--- src/rtl/seq_det_pkg.sv ---
// Shared definitions for the parametrised serial sequence detector:
// default pattern, fill-counter type and the saturating increment helper.
package seq_det_pkg;

    localparam int DEF_PAT_LEN = 4;
    localparam logic [DEF_PAT_LEN-1:0] DEF_PATTERN = 4'b1011;

    typedef logic [$clog2(DEF_PAT_LEN)-1:0] fill_t;

    // Increment count, sticking at the largest value representable in width bits.
    function automatic logic [31:0] sat_inc(input logic [31:0] count, input int unsigned width);
        logic [31:0] max_v;
        if (width >= 32) begin
            max_v = 32'hFFFF_FFFF;
        end else begin
            max_v = (32'd1 << width) - 32'd1;
        end
        if (count >= max_v) begin
            sat_inc = max_v;
        end else begin
            sat_inc = count + 32'd1;
        end
    endfunction

endpackage

--- src/rtl/seq_det_history.sv ---
// History shift register of previously accepted bits plus a saturating
// fill counter telling how many of those bits are meaningful.
module seq_det_history
    import seq_det_pkg::*;
#(
    parameter int PAT_LEN = DEF_PAT_LEN
) (
    input  logic               clk,
    input  logic               reset,
    input  logic               shift,
    input  logic               clear,
    input  logic               in,
    output logic [PAT_LEN-2:0] hist,
    output logic               full
);

    localparam int FILL_W = $clog2(PAT_LEN);
    localparam logic [FILL_W-1:0] FILL_MAX = FILL_W'(PAT_LEN - 1);

    logic [PAT_LEN-2:0] hist_q, hist_d;
    logic [FILL_W-1:0]  fill_q, fill_d;

    // Next history: clear wins over shift; the oldest bit falls off the top.
    always_comb begin
        hist_d = hist_q;
        fill_d = fill_q;
        if (clear) begin
            hist_d = '0;
            fill_d = '0;
        end else if (shift) begin
            hist_d = (PAT_LEN - 1)'({hist_q, in});
            if (fill_q != FILL_MAX) begin
                fill_d = fill_q + FILL_W'(1);
            end else begin
                fill_d = fill_q;
            end
        end else begin
            hist_d = hist_q;
            fill_d = fill_q;
        end
    end

    // History and fill registers.
    always_ff @(posedge clk) begin
        if (reset) begin
            hist_q <= '0;
            fill_q <= '0;
        end else begin
            hist_q <= hist_d;
            fill_q <= fill_d;
        end
    end

    assign hist = hist_q;
    assign full = (fill_q == FILL_MAX);

endmodule

--- src/rtl/param_sequence_detector.sv ---
// Parametrised serial pattern detector with runtime-loadable pattern,
// input qualification, selectable overlap/output timing and a saturating match counter.
module param_sequence_detector
    import seq_det_pkg::*;
#(
    parameter int                 PAT_LEN   = 4,
    parameter int                 CNT_W     = 8,
    parameter int                 OVERLAP   = 1,
    parameter int                 MOORE     = 1,
    parameter logic [PAT_LEN-1:0] PAT_RESET = PAT_LEN'(DEF_PATTERN)
) (
    input  logic               clk,
    input  logic               reset,
    input  logic               in,
    input  logic               in_valid,
    input  logic               load,
    input  logic [PAT_LEN-1:0] pattern_in,
    output logic               out,
    output logic [CNT_W-1:0]   match_count
);

    logic [PAT_LEN-1:0] pat_q, pat_d;
    logic               out_q, out_d;
    logic [CNT_W-1:0]   match_count_q, match_count_d;

    logic [PAT_LEN-2:0] hist_s;
    logic               full_s;
    logic               accept_s;
    logic               match_now_s;
    logic               restart_s;

    seq_det_history #(
        .PAT_LEN (PAT_LEN)
    ) u_history (
        .clk   (clk),
        .reset (reset),
        .shift (accept_s),
        .clear (load | restart_s),
        .in    (in),
        .hist  (hist_s),
        .full  (full_s)
    );

    // A load cycle discards the presented bit, so it can never complete a match.
    always_comb begin
        accept_s    = in_valid & ~load;
        match_now_s = accept_s & full_s & ({hist_s, in} == pat_q);
        restart_s   = (OVERLAP == 0) ? match_now_s : 1'b0;
    end

    // Next pattern, Moore output and saturating counter.
    always_comb begin
        pat_d         = pat_q;
        out_d         = match_now_s;
        match_count_d = match_count_q;
        if (load) begin
            pat_d         = pattern_in;
            match_count_d = '0;
        end else if (match_now_s) begin
            match_count_d = CNT_W'(sat_inc(32'(match_count_q), CNT_W));
        end else begin
            match_count_d = match_count_q;
        end
    end

    // Pattern, output and counter registers.
    always_ff @(posedge clk) begin
        if (reset) begin
            pat_q         <= PAT_RESET;
            out_q         <= 1'b0;
            match_count_q <= '0;
        end else begin
            pat_q         <= pat_d;
            out_q         <= out_d;
            match_count_q <= match_count_d;
        end
    end

    assign out         = (MOORE != 0) ? out_q : match_now_s;
    assign match_count = match_count_q;

endmodule

--- config.mk ---
export PLATFORM = sky130hd
export DESIGN_NAME = param_sequence_detector
export DESIGN_NICKNAME = d
export VERILOG_FILES = /design/src/rtl/seq_det_pkg.sv /design/src/rtl/seq_det_history.sv /design/src/rtl/param_sequence_detector.sv
export SDC_FILE = /design/constraint.sdc
export NUM_CORES = 1
export LEC_CHECK = 0
export ABC_CLOCK_PERIOD_IN_PS = 1700
export CAP_MARGIN = 20
export CORE_MARGIN = 3
export CORE_UTILIZATION = 49
export CTS_CLUSTER_SIZE = 40
export DETAILED_ROUTE_END_ITERATION = 12
export PLACE_DENSITY_LB_ADDON = 0.12
export SLEW_MARGIN = 15
export SYNTH_ARGS = -nofsm -noshare
export SYNTH_HDL_FRONTEND = slang
export SYNTH_HIERARCHICAL = 1
export SYNTH_SLANG_ARGS = --single-unit
export TNS_END_PERCENT = 30
--- constraint.sdc ---
create_clock -name clk -period 1.7 [get_ports clk]
set_input_delay 0.17 -clock clk [delete_from_list [all_inputs] [get_ports clk]]
set_output_delay 0.17 -clock clk [all_outputs]
set_load 0.05 [all_outputs]
== Yosys cells after proc, flatten, opt, wreduce, memory -nomap -nowiden ==
Index checks and enable logic that the tools add are counted.
Operators by class
  $add $sub $neg: 2
  multiply operators: 0
  div/mod/pow operators: 0
  magnitude comparators: 1
  eq/ne operators: 3
  shift operators: 0
  muxes and demuxes: 3
  bitwise operators: 4
  reductions and logical operators: 2
Operators with widths (count)
  2-to-1 mux 32 bit: 2
  greater-or-equal comparator 8 x 32 -> 1 bit: 1
  adder 8 x 1 -> 8 bit, second input constant: 1
  2-to-1 mux 8 bit: 1
  equality test 4 bit: 1
  bitwise AND 1 bit: 3
  adder 2 x 1 -> 2 bit, second input constant: 1
  equality test 2 bit, second input constant: 1
  != test 2 bit, second input constant: 1
  AND reduction 2 bit: 1
  OR reduction 2 bit: 1
  inverter 1 bit: 1
Storage, ports and cells
  register bits after elaboration: 18
  latch bits: 0
  memory bits (writable): 0
  bits in read-only memories: 0
  output and inout bits: 9
  word-level logic and storage cells: 20
  memories: 0

== Logic depth before layout (Yosys ltp) ==
Gate-level depths: netlist of run 1.
  depth in word-level cells: 8
  gate-level depth with buffers: 6
  depth with buffers taken out: 5

== Cells and area by module ==
The synthesis of run 1 kept the hierarchy.
Modules (own cells, without submodules)
  param_sequence_detector: instances 1, cells each 74, area each 709.4 um^2
  seq_det_history: instances 1, cells each 17, area each 195.2 um^2

== Worst setup path before layout of run 1 ==
No wires, ideal clock.
  path type: reg2reg
  from: register match_count_q[0] (netlist: match_count[0])
  to: register match_count_q[2] (netlist: match_count[2])
  arrival: 1.696 ns
  path slack: -0.087 ns
  cell stages (with the launch flop): 6
  clock period less this slack: 1.787 ns
  cells stage by stage: dfxtp_1 ha_1 nand3_2 nor3_4 nor3_1 a311oi_1
On the way
  word-level cells in the longest chain between the ends: 2
  elaborated cells on any way between the ends: 3
Ends and longest elaborated chain
  start: declaration: line param_sequence_detector.sv:24  | logic [CNT_W-1:0] match_count_q, match_count_d;
  start signal: assignment: line param_sequence_detector.sv:75  | match_count_q <= match_count_d;
  greater-or-equal comparator 8 x 32 -> 1 bit / adder 8 x 1 -> 8 bit (equally long branches): line seq_det_pkg.sv:18, seq_det_pkg.sv:21
  2-to-1 mux 8 bit *: line seq_det_pkg.sv:18  | if (count >= max_v) begin
Every way passes the cells marked *; elsewhere a longest branch is shown, timed or not.
A chain may end at the register's enable or synchronous reset.

== Final worst setup path of run 1 ==
  from: register out_q (netlist: out)
  to: output port out
RTL lines
  start: declaration: line param_sequence_detector.sv:23  | logic out_q, out_d;
  start signal: assignment: line param_sequence_detector.sv:74  | out_q <= out_d;
  end: declaration: line param_sequence_detector.sv:18  | output logic out,
No word-level cell between the ends.

==> results of run 1 <==
sequential cells by signal (all words and copies together) (netlist names):
| signal | count |
|---|---|
| match_count | 8 |
| out | 1 |
| pat_q | 4 |
| u_history/fill_q | 2 |
| u_history/hist | 3 |
cell type report:
type / count / area (sq um) / share of cell area, %
flip-flops and latches: 18 / 363 / 32.1
multi-input cells: 68 / 507 / 44.9
clock buffers: 4 / 36.3 / 3.21
well taps: 24 / 30.0 / 2.66
repair buffers: 21 / 190 / 16.8
inverters: 1 / 3.75 / 0.332
metrics by stage:
stage          setup slack [ns]  power (mW)  hold slack, ns  instances  cell area [sq um]
2_1_floorplan            0.0964       0.488           0.242         91                907
3_3_place_gp             0.0763       0.518           0.482        132               1090
3_5_place_dp           0.000211       0.521           0.484        132               1090
4_1_cts                  0.0273       0.778           0.471        136               1120
5_1_grt                  0.0410       0.814           0.474        136               1130
6_report                  0.134       0.775           0.473        136               1130
routing by layer:
layer	vias to the layer above	track usage (%)	share of wire [%]
met5	-	0	0
met4	0	6.16	0.41
met3	2	2.75	6.5
met2	35	29.0	47
met1	369	23.7	46
li1	384	-	-
layout by cell type, fill, tap and decap left out, types with 4 or more instances in the layout:
cell,Yosys,layout
xnor2_1,5,5
a31oi_1,4,4
clkdlybuf4s50_1,0,9
nor3_1,8,8
and2b_2,4,4
nand3_1,4,4
dfxtp_1,18,16
mux2i_1,5,5
nor2_1,4,4
buf_4,1,10
a211oi_1,6,6
power by group:
group	total [mW]	switching, mW	internal (mW)
combinational	0.0755	0.0313	0.0442
sequential	0.435	0.00571	0.430
clock	0.264	0.134	0.130
total	0.775	0.171	0.604
cells by family (layout without fill, tap and decap cells):
logic type	after synthesis	count (layout)	share of synthesized area (%)
compound gates	20	20	16.6
simple gates	36	36	26.3
mux	5	5	5.53
xor+xnor	5	5	4.84
flops	18	18	39.8
buf+inv	5	26	4.15
fa+ha+maj	2	2	2.77
final timing paths:
kind                  start  cells after the start  slack, ns              to
min reg2reg  match_count[0]                      1       0.51  match_count[0]
min           pattern_in[1]                      2       0.47        pat_q[1]
max                     out                      1       0.13             out
max reg2reg  match_count[0]                      5       0.14  match_count[2]
what timing repair did:
action	4_1_cts	5_1_grt
hold endpoints to repair	0	0
resized for setup	0	2
setup endpoints to repair	0	2
buffers inserted	0	0
==> flow_summary.ini, run 1 <==
[setup_path]
crit_family = buffers and inverters
crit_buf_inv = 1
start_kind = flop
crit_chain = clkdlybuf4s50_1
cp_data_arrival_time_ns = 1.40
critPathCaptureType = output port
cp_max_fo = 1
critPathKind = reg2out
required_ns = 1.53
max_stage_delay_ns = 0.79
crit_path_top_delay_cell = clkdlybuf4s50_1

[detailed_routing]
drc = 0
avgViaCountPerCell = 5.81
vias = 790
wl_mm = 1.96
drt-wirelength-per-cell_um = 14.4
drt_pass1_iterations = 5
drt_iter0_drc = 14
ant_nets = 0

[pwr]
leakage_nw = 0.468
power.density_nw_per_um2 = 686
ir_worst_vdd_uv = 454

[cells_and_area]
syn_to_final_growth_pct = 24.9
diodes = 0
nFillCells = 143
final_core_util_pct = 70.1
drive_gt1_share_pct = 26.8
fin_nets = 124

[clock_tree]
worst_skew_pair.late_latency_ns = 0.29
cts_hold_buf = 0
clock-sinks = 18
cts_buffer_depth = 2
cts-root-buf = clkbuf_4
cts-buffers-inserted = 3
cts_tree = built
cts_max_level = 1
path_clk_slew_ns = 0.11

[timing]
fin_setup_tns_ns = 0
fmax_mhz = 638
fin_crit_sh_pct = 92.1
hold_viol_final = 0
rsz0062_at_grt = no
setup_violations = 0
finClkSkew_ns = 0.00638
slew_violations = 0
slew_headroom_pct = 66.4
worst_pin_slew_ns = 0.503
finalCriticalPeriod_ns = 1.57

[synth]
netlist_top_cells_count = 18 x dfxtp_1, 8 x nor3_1, 6 x a211oi_1
ys_seq_elements = 18
synth.most_common_cell = dfxtp_1
synth-async-reset-ratio_pct = 0
synth_flop_cell = dfxtp_1
synth_area_leaders = dfxtp_1 40%, mux2i_1 5.5%, a211oi_1 5.0%, xnor2_1 4.8%, nor3_1 4.4%
syn_area_sq_um = 905
ys_warn_count = 6
netlist_instances = 91
avgSynthCellArea_sq_um = 9.94
synth_cell_type_count = 30
ys_seq_area_share_pct = 39.8
synth_edf_count = 0
synth_top_area_share_pct = 39.8
yosysTopAreaCell = dfxtp_1
synth_nets = 102

[die]
fp.dieArea_sq_um = 2400
die_x_um = 49.0
initial_core_util_pct = 56.1
core_area_sq_um = 1610
num_rows = 14
ios = 18
die_h_um = 49.0

[global_routing]
grt_usage_pct = 17.8
grt_overflow = 0
grt_pass1_wl_mm = 3.42
grt_pass1_vias = 763
grt_max_degree = 14
grt_antenna_before_repair = 0

[worst_hold_path]
hold_path.class = in2reg

[placed_design]
portBuffers = 17
routabilityCongestion = 0.784
dpl.hpwl_mm = 1.48

[flow_run]
max-cap-violations = 0

[run_status]
status = completed
Note: power is estimated with default switching activity, not from simulation.
==> run 2: changes to the inputs <==
- SLEW_MARGIN: 15 -> 25
==> results of run 2 <==
Same layout as run 1: the final DEF is identical, and so are final timing and power.
==> run 3: changes to the inputs <==
--- a/config.mk
+++ b/config.mk
@@ -12,5 +12,6 @@
 export CTS_CLUSTER_SIZE = 40
 export DETAILED_ROUTE_END_ITERATION = 12
-export PLACE_DENSITY_LB_ADDON = 0.12
+export PLACE_DENSITY = 0.76
+export SKIP_CTS_REPAIR_TIMING = 1
 export SLEW_MARGIN = 25
 export SYNTH_ARGS = -nofsm -noshare
==> constraint.sdc (replaced) <==
create_clock -name clk -period 1.7 [get_ports clk]
set_input_delay 0.34 -clock clk [delete_from_list [all_inputs] [get_ports clk]]
set_output_delay 0.34 -clock clk [all_outputs]
set_load 0.05 [all_outputs]
==> flow_summary.ini, run 3 (synthesized netlist as in run 1, its figures left out) <==
[detailed_routing]
drt_iter0_drc = 13
wl_mm = 1.73
drt-wirelength-per-cell_um = 12.7
vias = 752
ant_nets = 0
avgViaCountPerCell = 5.49
drc = 0
drt_pass1_iterations = 4

[cells_and_area]
fin_nets = 125
drive_gt1_share_pct = 30.1
syn_to_final_growth_pct = 25.7
nFillCells = 137
largest_register_ffs = 8
final_cell_mix = 16 x dfxtp_1, 13 x buf_4, 8 x nor3_1, 8 x clkdlybuf4s50_1, 6 x a211oi_1
final_common_cell = dfxtp_1
diodes = 0

[pwr]
leakage_nw = 0.444
ir_worst_vdd_uv = 729
power.density_nw_per_um2 = 681

[placed_design]
portBuffers = 17
dpl.hpwl_mm = 1.38
pre_cts_slack_ns = -0.144
routabilityCongestion = 0.899

[setup_path]
required_ns = 1.92
ff2ff_path_depth = 5
critPathCaptureType = flop
rr_startpoint = match_count[0]
crit_chain = ha_1 -> nand3_2 -> nor3_4 -> nor3_1 -> a311oi_1
max_stage_delay_ns = 0.39
crit_family = simple AND/OR/NAND/NOR gates
start_kind = flop
crit_buf_inv = 0
crit_cells = 5
cp_max_fo = 6
startpoint = match_count[0]
critPathKind = reg2reg
crit_path_top_delay_cell = dfxtp_2
cp_data_arrival_time_ns = 1.75

[global_routing]
grt_max_degree = 14
grt_pass1_vias = 727
grt_usage_pct = 16.7
grt_pass1_wl_mm = 3.15
grt_overflow = 0
grt_antenna_before_repair = 0

[clock_tree]
cts-buffers-inserted = 3
cts-root-buf = clkbuf_4
worst_skew_pair.late_latency_ns = 0.30
clock-sinks = 18
cts_buffer_depth = 2
cts_tree = built
path_clk_slew_ns = 0.10
cts_max_level = 1

[die]
initial_core_util_pct = 56.1
ios = 18
fp.dieArea_sq_um = 2400
num_rows = 14
die_h_um = 49.0
core_area_sq_um = 1610
die_x_um = 49.0

[timing]
slew_violations = 0
fmax_mhz = 656
hold_viol_final = 0
worst_pin_slew_ns = 0.316
slew_headroom_pct = 78.9
fin_crit_sh_pct = 89.7
setup_ws_ns = 0.175
finClkSkew_ns = 0.00702
finalCriticalPeriod_ns = 1.53
rsz0062_at_grt = no
setup_violations = 0
fin_setup_tns_ns = 0

[worst_hold_path]
hold_path.class = reg2reg
holdCritStartpoint = match_count[0]
min_path_cells = 1

[flow_run]
max-cap-violations = 0

[run_status]
status = completed
[run 3: cell count changes in the layout (fill, tap and decap cells not counted)]
cell / before / now
buf_12: 0 / 1
buf_4: 10 / 13
clkdlybuf4s50_1: 9 / 8
dlymetal6s2s_1: 2 / 0
[run 3: path summary, 6_finish.rpt]
kind,to,slack (ns)
min reg2reg,match_count[0],0.50
min,match_count[0],0.50
max,match_count[2],0.17
max reg2reg,match_count[2],0.17
[run 3: layout make-up]
type	instances	area (sq um)	share of cell area, %
multi-input combinational	68	507	44.6
clock buffer	4	36.3	3.19
tap	24	30.0	2.64
inverter	1	3.75	0.330
sequential	18	363	31.9
timing repair buffer	22	198	17.4
[run 3: metal layers]
layer | track usage (%) | part of all wire (%) | wire length, um | vias to the layer above
met3 | 4.59 | 4.4 | 77 | 6
met2 | 27.4 | 46 | 805 | 15
met5 | 0 | 0 | 0 | -
met1 | 20.0 | 46 | 798 | 341
met4 | 8.06 | 2.9 | 51 | 0
li1 | - | - | - | 390
[run 3: report_power, final]
part / internal [mW] / switching, mW / total [mW]
Sequential: 0.430 / 0.00563 / 0.435
Clock: 0.131 / 0.133 / 0.264
Combinational: 0.0457 / 0.0304 / 0.0760
[run 3: stage by stage]
| step | std cells | cell area, sq um | util [%] | hold slack [ns] | total power, mW |
|---|---|---|---|---|---|
| floorplan | 91 | 907 | - | 0.412 | 0.488 |
| global placement | 133 | 1100 | 68.3 | 0.481 | 0.519 |
| detailed placement | 133 | 1100 | 68.3 | 0.491 | 0.522 |
| CTS | 137 | 1140 | 70.6 | 0.506 | 0.787 |
| global route | 137 | 1140 | 70.6 | 0.536 | 0.816 |
| finish | 137 | 1140 | 70.6 | 0.501 | 0.775 |
